## config.mk

```make
export PLATFORM = sky130hd
export DESIGN_NAME = serial_frame_parser
export DESIGN_NICKNAME = d
export VERILOG_FILES = /design/src/rtl/serial_frame_parser.sv
export SDC_FILE = /design/constraint.sdc
export NUM_CORES = 1
export LEC_CHECK = 0
export ABC_AREA = 1
export BUFFER_PORTS_ARGS = -buffer_cell sky130_fd_sc_hd__buf_2
export CAP_MARGIN = 10
export CELL_PAD_IN_SITES_DETAIL_PLACEMENT = 1
export CELL_PAD_IN_SITES_GLOBAL_PLACEMENT = 1
export CORE_MARGIN = 1.5
export CORE_UTILIZATION = 47
export CTS_CLUSTER_DIAMETER = 30
export DETAILED_ROUTE_END_ITERATION = 10
export PLACE_DENSITY_LB_ADDON = 0.1
export SLEW_MARGIN = 40
export SYNTH_ARGS = -nofsm -noshare
export SYNTH_HDL_FRONTEND = slang
export SYNTH_SLANG_ARGS = --single-unit
export TNS_END_PERCENT = 10
```

## constraint.sdc

```tcl
create_clock -name i_Clk -period 5 [get_ports i_Clk]
set_input_delay 0.5 -clock i_Clk [delete_from_list [all_inputs] [get_ports i_Clk]]
set_output_delay 0.5 -clock i_Clk [all_outputs]
set_load 0.05 [all_outputs]
```

## src/rtl/serial_frame_parser.sv

```systemverilog
`default_nettype none
// ============================================================================
// serial_frame_parser : SOF/CMD/LEN/payload/CHK byte-stream parser with ACK/NAK
// Revision 1.0 - initial release
// ============================================================================
module serial_frame_parser #(
  parameter logic [7:0] SOF            = 8'h41,
  parameter int         MAX_LEN        = 4,
  parameter int         TIMEOUT_CYCLES = 50000,
  parameter logic [7:0] ACK            = 8'h06,
  parameter logic [7:0] NAK            = 8'h15
) (
  input  logic        i_Clk,
  input  logic        i_Rst_n,
  input  logic [7:0]  i_rx_data,
  input  logic        i_rx_valid,
  input  logic        i_tx_busy,
  output logic [7:0]  o_tx_data,
  output logic        o_tx_start,
  output logic        o_frame_valid,
  output logic [7:0]  o_cmd,
  output logic [2:0]  o_len,
  output logic [31:0] o_payload,
  output logic [7:0]  o_err_count,
  output logic        o_busy
);

  localparam int              TO_W      = (TIMEOUT_CYCLES > 2) ? $clog2(TIMEOUT_CYCLES) : 1;
  localparam logic [TO_W-1:0] TO_LAST   = TO_W'(TIMEOUT_CYCLES - 1);
  localparam logic [TO_W-1:0] TO_ONE    = TO_W'(1);
  localparam logic [7:0]      MAX_LEN_B = 8'(MAX_LEN);

  typedef enum logic [2:0] {
    S_IDLE = 3'd0,
    S_CMD  = 3'd1,
    S_LEN  = 3'd2,
    S_DATA = 3'd3,
    S_CHK  = 3'd4,
    S_RESP = 3'd5
  } state_t;

  state_t          state;
  state_t          state_nxt;

  logic [7:0]      cmd_cand;
  logic [2:0]      len_cand;
  logic [1:0]      idx;
  logic [7:0]      acc;
  logic [31:0]     staging;
  logic [TO_W-1:0] to_cnt;
  logic [7:0]      resp_byte;

  logic            start_frame;
  logic            take_cmd;
  logic            take_len;
  logic            take_data;
  logic            chk_ok;
  logic            nak_now;
  logic            err_inc;
  logic            send;
  logic            to_run;
  logic            timed_out;

  always_ff @(posedge i_Clk or negedge i_Rst_n) begin
    if (!i_Rst_n) begin
      state <= S_IDLE;
    end else begin
      state <= state_nxt;
    end
  end

  always_comb begin
    state_nxt   = state;
    start_frame = 1'b0;
    take_cmd    = 1'b0;
    take_len    = 1'b0;
    take_data   = 1'b0;
    chk_ok      = 1'b0;
    nak_now     = 1'b0;
    err_inc     = 1'b0;
    send        = 1'b0;
    to_run      = (state == S_CMD) || (state == S_LEN) ||
                  (state == S_DATA) || (state == S_CHK);
    // A byte arriving on the final timeout cycle wins over the timeout.
    timed_out   = to_run && !i_rx_valid && (to_cnt == TO_LAST);

    case (state)
      S_IDLE: begin
        if (i_rx_valid && (i_rx_data == SOF)) begin
          start_frame = 1'b1;
          state_nxt   = S_CMD;
        end
      end
      S_CMD: begin
        if (i_rx_valid) begin
          take_cmd  = 1'b1;
          state_nxt = S_LEN;
        end
      end
      S_LEN: begin
        if (i_rx_valid) begin
          if (i_rx_data == 8'd0) begin
            take_len  = 1'b1;
            state_nxt = S_CHK;
          end else if (i_rx_data <= MAX_LEN_B) begin
            take_len  = 1'b1;
            state_nxt = S_DATA;
          end else begin
            nak_now   = 1'b1;
            err_inc   = 1'b1;
            state_nxt = S_RESP;
          end
        end
      end
      S_DATA: begin
        if (i_rx_valid) begin
          take_data = 1'b1;
          if (({1'b0, idx} + 3'd1) == len_cand) begin
            state_nxt = S_CHK;
          end
        end
      end
      S_CHK: begin
        if (i_rx_valid) begin
          state_nxt = S_RESP;
          if (i_rx_data == acc) begin
            chk_ok = 1'b1;
          end else begin
            nak_now = 1'b1;
            err_inc = 1'b1;
          end
        end
      end
      S_RESP: begin
        if (!i_tx_busy) begin
          send      = 1'b1;
          state_nxt = S_IDLE;
        end
      end
      default: state_nxt = S_IDLE;
    endcase

    if (timed_out) begin
      state_nxt = S_IDLE;
      err_inc   = 1'b1;
    end
  end

  always_ff @(posedge i_Clk or negedge i_Rst_n) begin
    if (!i_Rst_n) begin
      o_tx_data     <= 8'd0;
      o_tx_start    <= 1'b0;
      o_frame_valid <= 1'b0;
      o_cmd         <= 8'd0;
      o_len         <= 3'd0;
      o_payload     <= 32'd0;
      o_err_count   <= 8'd0;
      cmd_cand      <= 8'd0;
      len_cand      <= 3'd0;
      idx           <= 2'd0;
      acc           <= 8'd0;
      staging       <= 32'd0;
      to_cnt        <= '0;
      resp_byte     <= 8'd0;
    end else begin
      o_frame_valid <= chk_ok;
      o_tx_start    <= send;

      if (send) begin
        o_tx_data <= resp_byte;
      end
      if (chk_ok) begin
        o_cmd     <= cmd_cand;
        o_len     <= len_cand;
        o_payload <= staging;
        resp_byte <= ACK;
      end else if (nak_now) begin
        resp_byte <= NAK;
      end
      if (err_inc && (o_err_count != 8'hFF)) begin
        o_err_count <= o_err_count + 8'd1;
      end

      if (start_frame) begin
        staging <= 32'd0;
        acc     <= 8'd0;
        idx     <= 2'd0;
      end
      if (take_cmd) begin
        cmd_cand <= i_rx_data;
        acc      <= i_rx_data;
      end
      if (take_len) begin
        len_cand <= i_rx_data[2:0];
        acc      <= acc ^ i_rx_data;
        idx      <= 2'd0;
      end
      if (take_data) begin
        staging[{idx, 3'b000} +: 8] <= i_rx_data;
        acc                         <= acc ^ i_rx_data;
        idx                         <= idx + 2'd1;
      end

      if (!to_run || i_rx_valid) begin
        to_cnt <= '0;
      end else begin
        to_cnt <= to_cnt + TO_ONE;
      end
    end
  end

  assign o_busy = (state != S_IDLE);

endmodule
`default_nettype wire
```

# After elaboration in Yosys (flattened, before gate mapping)
# Index checks and enable logic that the tools add are counted.
# classes
addsub	5
order_cmp	1
n_eq_ne	17
shift	2
n_mux	45
n_bitwise	1
n_reduce_logical	17
# op_table
operator	n
two-way mux 32 bit	2
two-way mux 8 bit	6
bitwise mux 32 bit	1
variable shift 8 x 7 -> 32 bit (first input constant)	1
variable part select 8 x 7 -> 32 bit	1
two-way mux 3 bit	10
two-way mux 1 bit	20
inequality test 3 bit (second input constant)	6
one-hot mux 3 bit (6 select lines)	1
adder 16 x 1 -> 16 bit (second input constant)	1
== test 16 bit (second input constant)	1
two-way mux 16 bit	1
adder 8 x 1 -> 8 bit (second input constant)	1
== test 8 x 7 -> 1 bit (second input constant)	1
== test 8 bit	1
<= comparator 8 x 3 -> 1 bit (second input constant)	1
zero test 8 bit	1
inequality test 8 bit (second input constant)	1
XOR 8 bit	1
negation 5 -> 7 bit	1
AND reduction 7 bit	1
== test 3 x 2 -> 1 bit (second input constant)	2
== test 3 bit (second input constant)	2
two-way mux 2 bit	3
other kinds (13)	21
# totals
regBits	141
input_bits	12
out_inout_bits	62

# Longest topological paths before layout
# logic_depth
ltp_word	8
ltp_mapped	11
ltp_nobuf	11

# Worst setup path before layout
# OpenSTA, ideal clock, no wires.
# synth_path
path_type	reg2reg
start	register idx[0]
end	register staging[17]
setup_ps	83
arrival_ps	1950
path_slack_ps	2967
stages_incl_launch_ff	8
path_buffers	1
path_cell_list	dfrtp_1 > buf_1 > inv_1 > ha_1 > clkinv_1 > nor2_1 > nand3_1 > o21ai_0
# synth_via
elab_chain_cells	4
word_cells_on_any_way	5
cone_classes	add/sub (1); shift (2); mux (2)
# synth_lines
item	line_no	rtl
start: declaration	47	logic [1:0] idx;
start signal: assignment	201	idx <= idx + 2'd1;
negation 5 -> 7 bit (*)	199	staging[{idx, 3'b000} +: 8] <= i_rx_data;
variable part select 8 x 7 -> 32 bit / variable shift 8 x 7 -> 32 bit (equally long branches)	199	
bitwise mux 32 bit (*)	199	
two-way mux 32 bit (*)	198	if (take_data) begin
end signal: indexed assignment	199	
end: declaration	49	logic [31:0] staging;
# Mark *: on every way between the ends. The rest lies on a longest branch, timed or not.
# A chain may end at the register's enable or synchronous reset.

# Worst setup path in the final report
# layout_path
start	register idx[0]
end	register staging[5]
# The elaborated chain is that of the path after synthesis.

==> summary.md <==
| Metric | Value |
|---|---|
| Status | `completed` |
| CTS root buf | `clkbuf_16` |
| Post-Route WL | `~16 mm` |
| Adder-Cell Fraction of Synth Area | `around 1.7%` |
| Most Crowded Layer GR | `met2` |
| Largest net degree at the start of global routing | `between 50 and 60` |
| Nets | `~800` |
| Final GP Congestion | `between 0.8 and 0.9` |
| Post-synth EDFFs | `0` |
| Final Hold Fails | `0` |
| Grt ovf | `0` |
| Main combinational cell family by area after synthesis | `simple AND/OR/NAND/NOR gates` |
| Pre-CTS WS | `approximately 2.5 ns` |
| Number of post-CTS setup repair buffers | `0` |
| First-pass GRT wire length | `approximately 26 mm` |
| Most common cell after layout, fill and taps aside | `nand2_1` |
| Netlist Area Pre-Place | `slightly above 6000 µm²` |
| Die width | `116 µm` |
| Worst slew pin tran | `around 0.7 ns` |
| Fin util | `between 50% and 60%` |
| Critical Path Fanout Max | `15` |
| Clock tree buffer depth | `2` |
| DRT Pass-1 Iters | `4` |
| Total Neg Setup Slack | `0 ns` |
| Multiplexer share of the synthesized area | `0%` |
| Mapped Avg Cell Area | `around 8.5 µm²` |
| Period minus WS final | `between 2 and 3 ns` |
| PnR Total Power | `between 3 and 4 mW` |
| Top FF cell, synth | `dfrtp_1` |
| Most common cell type on the critical path | `inv_1` |
| Final clock skew | `slightly above 0.007 ns` |
| Most frequent cells in the layout | `223 x nand2_1, 131 x dfrtp_1, 74 x inv_1` |
| Reg2Reg Launch Point | `idx[0]` |
| GR Util met2 | `46.5%` |
| IO Count | `74` |
| Fraction of registers with async set or reset after synthesis | `100%` |
| Leakage power | `3.72 nW` |
| Final ANT Viol Nets | `0` |
| CP Data Required Time | `~5.3 ns` |
| Wire per inst | `16.3 µm` |
| Reg-to-Reg End | `staging[5]` |
| Cells after synthesis | `approximately 710` |
| FMAX | `between 300 and 400 MHz` |
| Setup CP Type | `flip-flop to flip-flop` |
| Gr usage total | `around a quarter` |
| DR vias/cell | `roughly 5.2` |
| Initial core utilization | `48.0%` |
| Reg2reg setup slack | `approximately 2.5 ns` |
| RSZ-0062 raised after global routing | `false` |
| Worst path slowest cell | `dfrtp_1` |
| Core area | `12600 µm²` |
| Crit-path cells | `inv_1 > ha_1 > inv_1 > nor3_2 > nand2_1 > o21ai_0` |
| Flops & latches, synth | `roughly 130` |
| Post-Synth Simple-Gate Area | `around 26%` |
| Worst-skew pair later-pin latency | `0.43 ns` |
| DRC errors left | `0` |
| Warnings, synthesis | `0` |
| Arrival @ worst endpoint | `approximately 2.9 ns` |
| Period utilisation layout | `50.8%` |
| Vias in the first global route | `about 5400` |
| Area growth from synthesis to layout | `17.9%` |
| Ratio of cells with drive above 1 in the final layout | `about 16%` |
| Buf/Inv on CP | `2` |
| TritonCTS clock tree | `done` |
| CP startpoint kind | `flip-flop` |
| Antenna Cells | `0` |
| PostCTS Resize Cnt | `0` |
| Post-route setup slack | `2.46 ns` |
| Port Buf Inserts | `between 60 and 70` |
| Clock Sinks | `~130` |
| Final Setup Violations | `0` |
| Critical Path Max Stage Delay | `approximately 0.57 ns` |
| Worst vdd ir | `321 µV` |
| PwrDens | `about 510 nW/µm²` |
| Initial antenna violation count | `0` |
| # rows | `between 40 and 50` |
| H-tree Lvls | `4` |
| Maxcap violations | `0` |
| Hold crit path type | `primary input to async pin` |
| Die area | `13500 µm²` |
| CP Depth | `6` |
| CTS clock-pin slew for the worst setup and hold paths | `approximately 0.06 ns` |
| Endpoint class of the critical path | `flip-flop` |
| DRT iter0 DRCs | `between 200 and 250` |
| Register area share after synthesis | `a little over half` |
| DPL Wire Length | `around 11 mm` |
| CTS Hold Bufs | `0` |
| Met1 Use GR | `around 28%` |
| DR vias | `slightly above 5000` |
| Die H | `116 µm` |
| Met3 usage | `under 10%` |
| Compound-Gate Fraction of Synth Area | `a little under a tenth` |
| TritonCTS buffer count | `17` |
| Crit-path leading delay family | `simple AND/OR/NAND/NOR gates` |
| R2R depth | `6` |
| Post-Synth XOR/XNOR Area | `under 10%` |
| Relative slew slack | `a little over half` |
| Unique masters post-synth | `40` |
| Final Max Slew Viols | `0` |
-- worst max path at each step --
stage	from	end	slack [ns]
CTS	idx[0]	staging[5]	2.49
floorplan	idx[0]	staging[17]	2.97
global placement	idx[0]	staging[5]	2.22
global route	idx[0]	staging[17]	2.26
finish	idx[0]	staging[5]	2.46
detailed placement	i_rx_data[2]	o_payload[28]	2.46
-- layout make-up --
type,count,area (µm²)
Multi-Input combinational cell,477,2320
Fill cell,1550,5450
Inverter,82,309
Sequential cell,131,3280
Clock inverter,10,156
Clock buffer,21,460
Tap cell,172,215
Timing Repair Buffer,72,370
-- per-layer routing --
layer / share of wire, % / wire length, µm
met5: 0 / 0
met4: 2.2 / 347
met3: 3.1 / 483
met2: 53 / 8390
met1: 41 / 6520
-- worst reg2reg max path, stage by stage, from the launching register on --
cell and delay, ns:
dfrtp_1 0.57, inv_1 0.23, ha_1 0.41, inv_1 0.19
nor3_2 0.54, nand2_1 0.27, o21ai_0 0.25
-- power breakdown --
part           switching (mW)  internal, mW  leakage [nW]
clock                   0.455         0.854         0.303
sequential              0.124          1.24          1.75
combinational           0.712         0.263          1.67
total                    1.29          2.36          3.72
-- stage by stage --
step / hold slack (ns) / cells / cell area (µm²)
6_report: 0.121 / 965 / 7110
5_1_grt: 0.164 / 965 / 7110
4_1_cts: 0.151 / 965 / 7110
3_5_place_dp: 0.461 / 934 / 6500
3_3_place_gp: 0.444 / 934 / 6490
2_1_floorplan: 0.204 / 712 / 6040
-- synth_stat cells, drive strengths merged, types with 2 or more instances --
library cell	count	area, µm²
nand2	228	878
dfrtp	131	3280
inv	80	300
nand3	56	300
o21ai	52	260
nor2	51	219
buf	20	130
nor3	13	75.1
a21oi	11	55.1
ha	8	100
nand4	8	56.3
o21bai	8	60.1
o32ai	8	70.1
xor2	6	52.6
a31oi	5	31.3
o31ai	5	37.5
xnor2	4	35.0
o41ai	3	26.3
clkbuf	2	7.51
clkinv	2	8.75
nor4	2	12.5
-- sequential cells by signal, indices dropped and copies added (netlist names) --
name / flops
state: 3
acc: 8
o_cmd: 8
to_cnt: 16
o_payload: 32
o_err_count: 8
o_frame_valid: 1
len_cand: 3
o_tx_data: 3
idx: 2
o_tx_start: 1
staging: 32
cmd_cand: 8
o_len: 3
resp_byte: 3
-- cell families after synthesis --
| family | count (synthesis) |
|---|---|
| AO/OA/AOI/OAI | 95 |
| AND/OR/NAND/NOR | 360 |
| buffers and inverters | 104 |
| other | 1 |
| XOR/XNOR | 10 |
| flip-flops | 131 |
| adder cells (fa/ha/maj) | 8 |
Power figures use the tool's default switching activity.
